### src/rtl/armleocpu_pkg.sv
// rtl/armleocpu_pkg.sv - opcode, ALU operation encodings and issue payload type for the ALU issue stage
package armleocpu_pkg;

    localparam logic [6:0] OPCODE_OP     = 7'b0110011;
    localparam logic [6:0] OPCODE_OP_IMM = 7'b0010011;
    localparam logic [6:0] OPCODE_LUI    = 7'b0110111;
    localparam logic [6:0] OPCODE_AUIPC  = 7'b0010111;

    localparam logic [6:0] FUNCT7_ZERO = 7'b0000000;
    localparam logic [6:0] FUNCT7_ALT  = 7'b0100000;

    // {funct7, funct3} as seen by the ALU
    localparam logic [9:0] ALU_OP_ADD  = {7'b0000000, 3'b000};
    localparam logic [9:0] ALU_OP_SUB  = {7'b0100000, 3'b000};
    localparam logic [9:0] ALU_OP_SLL  = {7'b0000000, 3'b001};
    localparam logic [9:0] ALU_OP_SLT  = {7'b0000000, 3'b010};
    localparam logic [9:0] ALU_OP_SLTU = {7'b0000000, 3'b011};
    localparam logic [9:0] ALU_OP_XOR  = {7'b0000000, 3'b100};
    localparam logic [9:0] ALU_OP_SRL  = {7'b0000000, 3'b101};
    localparam logic [9:0] ALU_OP_SRA  = {7'b0100000, 3'b101};
    localparam logic [9:0] ALU_OP_OR   = {7'b0000000, 3'b110};
    localparam logic [9:0] ALU_OP_AND  = {7'b0000000, 3'b111};

    typedef struct packed {
        logic        is_alui;
        logic [2:0]  funct3;
        logic [6:0]  funct7;
        logic [31:0] operand0;
        logic [31:0] alu_operand1;
        logic [31:0] alui_operand1;
        logic [4:0]  rd;
        logic        illegal;
    } alu_issue_t;

    function automatic logic is_base_alu_op(input logic [9:0] op);
        case (op)
            ALU_OP_ADD, ALU_OP_SUB, ALU_OP_SLL, ALU_OP_SLT, ALU_OP_SLTU,
            ALU_OP_XOR, ALU_OP_SRL, ALU_OP_SRA, ALU_OP_OR, ALU_OP_AND: return 1'b1;
            default: return 1'b0;
        endcase
    endfunction

endpackage

### src/rtl/armleocpu_skid_buffer.sv
// rtl/armleocpu_skid_buffer.sv - 2-entry registered skid buffer with flush, in_ready driven only by state
module armleocpu_skid_buffer
    import armleocpu_pkg::*;
#(
    parameter int WIDTH = $bits(alu_issue_t)
) (
    input  logic             clk,
    input  logic             rst_n,
    input  logic             flush,
    input  logic             in_valid,
    output logic             in_ready,
    input  logic [WIDTH-1:0] in_data,
    output logic             out_valid,
    input  logic             out_ready,
    output logic [WIDTH-1:0] out_data
);

    logic             main_valid;
    logic [WIDTH-1:0] main_data;
    logic             skid_valid;
    logic [WIDTH-1:0] skid_data;
    logic             in_xfer;

    assign in_ready  = !skid_valid;
    assign in_xfer   = in_valid && !skid_valid;
    assign out_valid = main_valid;
    assign out_data  = main_data;

    always_ff @(posedge clk or negedge rst_n) begin
        if (!rst_n) begin
            main_valid <= 1'b0;
            main_data  <= '0;
            skid_valid <= 1'b0;
            skid_data  <= '0;
        end else if (flush) begin
            main_valid <= 1'b0;
            skid_valid <= 1'b0;
        end else if (!main_valid || out_ready) begin
            // skid is older than anything on the input, so it refills main first
            if (skid_valid) begin
                main_data  <= skid_data;
                main_valid <= 1'b1;
                skid_valid <= 1'b0;
            end else if (in_xfer) begin
                main_data  <= in_data;
                main_valid <= 1'b1;
            end else begin
                main_valid <= 1'b0;
            end
        end else if (in_xfer) begin
            skid_data  <= in_data;
            skid_valid <= 1'b1;
        end
    end

endmodule

### src/rtl/armleocpu_alu_issue.sv
// rtl/armleocpu_alu_issue.sv - ALU decode/issue stage: decode, operand select, skid-buffered issue
// Optional write-back forwarding enabled by defining ARMLEOCPU_ALU_ISSUE_FORWARD_EN.
module armleocpu_alu_issue
    import armleocpu_pkg::*;
#(
    parameter int ILLEGAL_PASS = 1
) (
    input  logic        clk,
    input  logic        rst_n,
    input  logic        flush,
    input  logic        in_valid,
    output logic        in_ready,
    input  logic [31:0] in_instr,
    input  logic [31:0] in_pc,
    output logic [4:0]  rs1_addr,
    output logic [4:0]  rs2_addr,
    input  logic [31:0] rs1_rdata,
    input  logic [31:0] rs2_rdata,
    input  logic        wb_valid,
    input  logic [4:0]  wb_rd,
    input  logic [31:0] wb_data,
    output logic        out_valid,
    input  logic        out_ready,
    output logic        out_is_alui,
    output logic [2:0]  out_funct3,
    output logic [6:0]  out_funct7,
    output logic [31:0] out_operand0,
    output logic [31:0] out_alu_operand1,
    output logic [31:0] out_alui_operand1,
    output logic [4:0]  out_rd,
    output logic        out_illegal
);

    logic [6:0]  opcode;
    logic [2:0]  funct3;
    logic [6:0]  funct7;
    logic [4:0]  rd;
    logic [31:0] shamt;
    logic [31:0] rs1_value;
    logic [31:0] rs2_value;
    alu_issue_t  dec;
    alu_issue_t  issue;
    logic        buf_in_valid;

    assign opcode   = in_instr[6:0];
    assign rd       = in_instr[11:7];
    assign funct3   = in_instr[14:12];
    assign rs1_addr = in_instr[19:15];
    assign rs2_addr = in_instr[24:20];
    assign funct7   = in_instr[31:25];
    assign shamt    = {27'b0, in_instr[24:20]};

`ifdef ARMLEOCPU_ALU_ISSUE_FORWARD_EN
    always_comb begin
        rs1_value = rs1_rdata;
        rs2_value = rs2_rdata;
        if (wb_valid && wb_rd == rs1_addr) rs1_value = wb_data;
        if (wb_valid && wb_rd == rs2_addr) rs2_value = wb_data;
        if (rs1_addr == 5'd0) rs1_value = 32'd0;
        if (rs2_addr == 5'd0) rs2_value = 32'd0;
    end
`else
    logic unused_wb;
    assign unused_wb = ^{wb_valid, wb_rd, wb_data};

    assign rs1_value = (rs1_addr == 5'd0) ? 32'd0 : rs1_rdata;
    assign rs2_value = (rs2_addr == 5'd0) ? 32'd0 : rs2_rdata;
`endif

    always_comb begin
        dec         = '0;
        dec.is_alui = 1'b1;
        dec.illegal = 1'b1;
        case (opcode)
            OPCODE_OP: begin
                dec.is_alui      = 1'b0;
                dec.funct3       = funct3;
                dec.funct7       = funct7;
                dec.operand0     = rs1_value;
                dec.alu_operand1 = rs2_value;
                dec.rd           = rd;
                dec.illegal      = 1'b0;
            end
            OPCODE_OP_IMM: begin
                dec.funct3        = funct3;
                dec.operand0      = rs1_value;
                dec.alui_operand1 = {{20{in_instr[31]}}, in_instr[31:20]};
                dec.rd            = rd;
                dec.illegal       = 1'b0;
                if (funct3 == ALU_OP_SLL[2:0]) begin
                    dec.alui_operand1 = shamt;
                    dec.illegal       = (funct7 != FUNCT7_ZERO);
                end else if (funct3 == ALU_OP_SRL[2:0]) begin
                    dec.alui_operand1 = shamt;
                    // the ALU zeroes funct7 on the alui path, so SRAI goes down the register path
                    if ({funct7, funct3} == ALU_OP_SRA) begin
                        dec.is_alui       = 1'b0;
                        dec.funct7        = FUNCT7_ALT;
                        dec.alu_operand1  = shamt;
                        dec.alui_operand1 = 32'd0;
                    end else if (funct7 != FUNCT7_ZERO) begin
                        dec.illegal = 1'b1;
                    end
                end
            end
            OPCODE_LUI: begin
                dec.alui_operand1 = {in_instr[31:12], 12'b0};
                dec.rd            = rd;
                dec.illegal       = 1'b0;
            end
            OPCODE_AUIPC: begin
                dec.operand0      = in_pc;
                dec.alui_operand1 = {in_instr[31:12], 12'b0};
                dec.rd            = rd;
                dec.illegal       = 1'b0;
            end
            default: begin
                dec         = '0;
                dec.is_alui = 1'b1;
                dec.illegal = 1'b1;
            end
        endcase
    end

    // with ILLEGAL_PASS=0 an illegal word is still handshaken but never enters the buffer
    assign buf_in_valid = in_valid && ((ILLEGAL_PASS != 0) || !dec.illegal);

    armleocpu_skid_buffer #(
        .WIDTH($bits(alu_issue_t))
    ) u_skid (
        .clk       (clk),
        .rst_n     (rst_n),
        .flush     (flush),
        .in_valid  (buf_in_valid),
        .in_ready  (in_ready),
        .in_data   (dec),
        .out_valid (out_valid),
        .out_ready (out_ready),
        .out_data  (issue)
    );

    assign out_is_alui       = issue.is_alui;
    assign out_funct3        = issue.funct3;
    assign out_funct7        = issue.funct7;
    assign out_operand0      = issue.operand0;
    assign out_alu_operand1  = issue.alu_operand1;
    assign out_alui_operand1 = issue.alui_operand1;
    assign out_rd            = issue.rd;
    assign out_illegal       = issue.illegal;

endmodule
### config.mk
export PLATFORM = sky130hd
export DESIGN_NAME = armleocpu_alu_issue
export DESIGN_NICKNAME = d
export VERILOG_FILES = /design/src/rtl/armleocpu_pkg.sv /design/src/rtl/armleocpu_skid_buffer.sv /design/src/rtl/armleocpu_alu_issue.sv
export SDC_FILE = /design/constraint.sdc
export NUM_CORES = 1
export LEC_CHECK = 0
export ABC_AREA = 1
export CORE_MARGIN = 4
export CORE_UTILIZATION = 40
export DETAILED_ROUTE_END_ITERATION = 10
export PLACE_DENSITY = 0.68
export SLEW_MARGIN = 25
export SYNTH_ARGS = -nofsm -noshare
export SYNTH_HDL_FRONTEND = slang
export SYNTH_SLANG_ARGS = --single-unit
export TNS_END_PERCENT = 100
### constraint.sdc
create_clock -name clk -period 1.9 [get_ports clk]
set_clock_uncertainty 0.1 [all_clocks]
set_input_delay 0.38 -clock clk [delete_from_list [all_inputs] [get_ports clk]]
set_output_delay 0.38 -clock clk [all_outputs]
set_load 0.005 [all_outputs]
After elaboration in Yosys (flattened, before gate mapping)
Index checks and enable logic that the tools add are counted.
{"block": "word_totals", "ff_bits": 228, "latchBits": 0, "ramBits": 0, "rom_bits": 0, "n_memories": 0}
{"block": "classes", "add_sub_neg": 0, "mul": 0, "div_mod_pow": 0, "order_cmp": 0, "n_eq_ne": 7, "n_shift": 0, "n_mux": 30, "n_bitwise": 2, "reduce_logical": 15}
{"operator": "2-to-1 mux 113 bit", "count": 2}
{"operator": "case mux 32 bit (2 select lines)", "count": 3}
{"operator": "2-to-1 mux 32 bit", "count": 3}
{"operator": "2-to-1 mux 37 bit", "count": 2}
{"operator": "case mux 11 bit (2 select lines)", "count": 1}
{"operator": "2-to-1 mux 6 bit", "count": 3}
{"operator": "== test 7 x 5 -> 1 bit (second input constant)", "count": 2}
{"operator": "== test 7 x 6 -> 1 bit (second input constant)", "count": 2}
{"operator": "2-to-1 mux 1 bit", "count": 14}
{"operator": "case mux 6 bit (2 select lines)", "count": 1}
{"operator": "== test 10 x 9 -> 1 bit (second input constant)", "count": 1}
{"operator": "zero test 5 bit", "count": 2}
{"operator": "nonzero test 7 bit", "count": 1}
{"operator": "AND reduction 3 bit", "count": 2}
{"operator": "2-to-1 mux 5 bit", "count": 1}
{"operator": "nonzero test 2 bit", "count": 2}
{"operator": "OR reduction 2 bit", "count": 2}
{"operator": "== test 3 x 1 -> 1 bit (second input constant)", "count": 1}
{"operator": "== test 3 bit (second input constant)", "count": 1}
{"operator": "nonzero test 3 bit", "count": 1}
{"operator": "OR reduction 3 bit", "count": 1}
{"operator": "zero test 1 bit", "count": 2}
{"operator": "inverter 1 bit", "count": 2}
{"operator": "logical AND 1 bit", "count": 1}
{"operator": "logical OR 1 bit", "count": 1}

Longest topological paths before layout
{"block": "depth", "depth_word": 8, "depth_mapped": 9, "depth_no_buf": 9}

Hierarchy
A second synthesis with hierarchy kept.
{"block": "unflattened", "hier_cells": 1681, "area_unflattened_um2": 11878.9}
{"module": "armleocpu_skid_buffer", "instances": 1, "cells_per_inst": 1359, "area_per_inst_um2": 10410.0, "seq_area_each_um2": 5705.5}
{"module": "armleocpu_alu_issue", "instances": 1, "cells_per_inst": 322, "area_per_inst_um2": 1468.9, "seq_area_each_um2": 0.0}

Least setup slack after synthesis
OpenSTA, ideal clock, no wires.
{"block": "synth_timing", "path_type": "input port to flip-flop", "start": "in in_instr[26]", "end": "reg u_skid.main_data[112], in the netlist u_skid.out_data[112]", "setup_time_ns": 0.123, "arrival_ns": 1.248, "required_ns": 1.677, "setup_slack_ns": 0.429, "stages": 8, "path_buffers": 0, "cell_sequence": "inv_1 > nand2_1 > nor2_1 > nand3_2 > nand2_1 > nand2_1 > o21ai_0 > nand2_1"}
{"block": "synth_between", "elab_chain_cells": 7}
{"element": "from (decl)", "line_no": "armleocpu_alu_issue.sv:13", "source": "input logic [31:0] in_instr,"}
{"element": "== test 10 x 9 -> 1 bit", "line_no": "armleocpu_alu_issue.sv:96", "source": "if ({funct7, funct3} == ALU_OP_SRA) begin"}
{"element": "2-to-1 mux 1 bit", "line_no": "armleocpu_alu_issue.sv:96"}
{"element": "2-to-1 mux 1 bit", "line_no": "armleocpu_alu_issue.sv:93", "source": "end else if (funct3 == ALU_OP_SRL[2:0]) begin"}
{"element": "2-to-1 mux 1 bit", "line_no": "armleocpu_alu_issue.sv:90", "source": "if (funct3 == ALU_OP_SLL[2:0]) begin"}
{"element": "case mux 11 bit (2 select lines)", "line_no": "armleocpu_alu_issue.sv:74", "source": "case (opcode)"}
{"element": "2-to-1 mux 113 bit", "line_no": "armleocpu_skid_buffer.sv:44", "source": "end else if (in_xfer) begin"}
{"element": "2-to-1 mux 113 bit", "line_no": "armleocpu_skid_buffer.sv:40", "source": "if (skid_valid) begin"}
{"element": "to (signal assigned)", "line_no": "armleocpu_skid_buffer.sv:41", "source": "main_data <= skid_data;"}
{"element": "to (signal assigned)", "line_no": "armleocpu_skid_buffer.sv:45", "source": "main_data <= in_data;"}
{"element": "to (decl)", "line_no": "armleocpu_skid_buffer.sv:19", "source": "logic [WIDTH-1:0] main_data;"}
No other way between the ends. The select of a mux whose other input is x is not followed.
A chain may end at the register's enable or synchronous reset.

Final worst setup path
{"block": "layout_timing", "start": "reg u_skid.main_data[44], in the netlist u_skid.out_data[44]", "end": "out out_alu_operand1[6]"}
{"element": "to (decl)", "line_no": "armleocpu_alu_issue.sv:28", "source": "output logic [31:0] out_alu_operand1,"}
No word-level cell between the ends.

==> flow_summary.ini <==
[run_status]
status = completed

[timing]
period_needed_ps = 1860
max-slew-margin-rel_pct = 65.1
fmax_mhz = 538
setup_tns_ps = 0
finalHoldViolations = 0
final.period_utilization_pct = 97.8
tightest_slew_ps = 524
drv_slew = 0
holdWs_ps = 213
finalSetupViolCount = 0

[route]
dr.pass1.iters = 5
drc = 0
wl_um = 34100
vias = 10650
avgViaCountPerCell = 5.06
wl_per_cell_um = 16.2
ant_nets = 0
drt-initial-drc-count = 794

[yosys]
synth_area_sq_um = 11300
ys_warn_count = 0
ys_ff_latch = 228
syn-num-nets = 1590
ys_seq_area_share_pct = 50.3
syn_inst = 1419
ys_types = 35
synth_area_per_cell_sq_um = 7.99

[hold_path]
hold_path.class = in -> reg
hold_start = in_instr[19]

[worst_setup_path]
rr_startpoint = u_skid.skid_valid
cp.buffers_inverters = 1
required_ps = 1420
startpoint = u_skid.out_data[44]
worst_setup_path_end_kind = output port
path_cells = clkdlybuf4s50_1
startpoint_type = flop
critical-path-top-delay-family = buffers and inverters
crit_slowest_cell = clkdlybuf4s50_1
path_max_fanout = 2
cpPeakStageDelay_ps = 500
critPathArrivalTime_ps = 1380
critPathKind = reg -> out

[global_routing]
grt_pass1_wl_um = 54900
antenna_found_initial = 0
grt.overflow.total = 0
grt_max_degree = 82
grt_pass1_vias = 10512
grtUsageTotal_pct = 21.4

[floorplan]
ios = 296
initial_core_util_pct = 40.7
die_y_um = 176
die_w_um = 176
dieArea_sq_um = 31100
rows = 61
core-area_sq_um = 27900

[finish]
layout_common_cells = nand2_1 (437), dfrtp_1 (227), clkdlybuf4s50_1 (138)
drive_above_1_share_pct = 11.3
design_area_sq_um = 15900
num_antenna_cells = 0
layout-area-overhead-vs-synth_pct = 40.4
final_util_pct = 57.1
nets = 1881
mostFrequentLayoutCell = nand2_1

[power_and_ir_drop]
powerDensity_nw_per_um2 = 783
leakage_uw = 0.00864
vdd_drop_max_mv = 0.538

[place]
gp_congestion = 0.823
dpl_cell_area_sq_um = 14900
port_buffers = 257
hpwl_um = 22800

[clock_tree]
clock-sinks = 228
htree_levels = 1
root_buffer = clkbuf_16
clk_path_buf_depth = 3
cts_made_buffers = 28
clkLatencyLatePin_ps = 540
clk_pin_slew_ps = 50
cts_tree = yes

[job]
maxCapViolCount = 0
==> final cells by class <==
type	instances	area, sq um
repair buffers	373	3770
multi-input cells	960	4620
flip-flops and latches	228	5710
well taps	378	473
clock inverters	6	91.3
fillers	2523	11900
inverters	119	455
clock buffers	39	802
==> final timing paths <==
path / to / slack, ps / depth (start not counted)
worst max register to register: u_skid.out_data[96] / 140 / 9
worst min register to register: u_skid.out_data[89] / 370 / 2
min in group asynchronous: u_skid.out_data[5] / 240 / 2
worst min-delay path: u_skid.skid_data[25] / 210 / 5
worst max-delay path: out_alu_operand1[6] / 40 / 1
max in group asynchronous: u_skid.out_data[85] / 790 / 3
==> timing repair <==
| item | in CTS | in global routing |
|---|---|---|
| resized for setup | 79 | 42 |
| setup endpoints to repair | 82 | 48 |
| hold endpoints to repair | 59 | 0 |
| setup buffers | 10 | 8 |
| hold buffers | 1 | 0 |
==> cell families (layout without fill, tap and decap cells) <==
kind of cell	count (synthesis)	after routing	synth area share [%]
buffers and inverters	231	537	9.14
AOI/OAI and AO/OA	339	339	17.2
and+or+nand+nor	621	621	23.3
DFF	228	228	50.3
==> through the flow <==
| stage | total power [uW] | setup WS (ps) | instances |
|---|---|---|---|
| 4_1_cts | 12600 | 0.0874 | 2095 |
| 3_5_place_dp | 7440 | -263 | 2039 |
| 2_1_floorplan | 6290 | 429 | 1419 |
| 6_report | 12500 | 41.0 | 2103 |
| 3_3_place_gp | 7410 | -249 | 2039 |
| 5_1_grt | 13100 | -10.8 | 2103 |
==> synthesized netlist by cell type <==
library cell,n,share of area (%)
nor2_8,2,0.35
inv_4,1,0.055
nand3_2,11,0.97
nand2_1,438,15
clkbuf_1,37,1.2
buf_4,18,1.2
nand2_2,4,0.22
buf_12,1,0.18
a2bb2oi_1,9,0.70
buf_6,3,0.30
nor2_2,2,0.11
buf_1,5,0.17
o21ai_2,1,0.077
nor3_1,1,0.044
dfrtp_1,228,50
nand3_1,79,3.5
a2bb2oi_2,3,0.40
nor2_4,4,0.40
inv_1,114,3.8
o21ai_0,111,4.9
o211ai_1,64,4.2
o21ai_1,63,2.8
nor3_2,1,0.088
nor2_1,63,2.1
nand4_1,12,0.66
inv_2,4,0.13
buf_2,48,2.1
nand2_4,1,0.099
or2_2,1,0.055
a21oi_1,75,3.3
nand3b_1,1,0.066
o31ai_1,3,0.20
o21a_1,6,0.40
a31oi_1,4,0.22
nand3b_4,1,0.18
==> state kept, by name, summed over array words and instances, names as in the netlist <==
name,cells
u_skid.out_valid,1
u_skid.skid_valid,1
u_skid.skid_data,113
u_skid.out_data,113
==> power breakdown <==
group	leakage [uW]	total (uW)	internal (uW)	switching, uW
combinational	0.00513	1800	893	908
clock	0.000441	5190	3170	2020
sequential	0.00306	5470	5300	178
total	0.00864	12500	9360	3100
==> per-layer routing <==
layer	GRT usage (%)	up-vias	routed length (um)
met5	0	-	0
met4	5.61	0	816
met3	4.67	55	2590
met2	34.7	336	15800
met1	29.5	5059	14900
li1	-	5200	-
(Power assumes the default switching activity.)
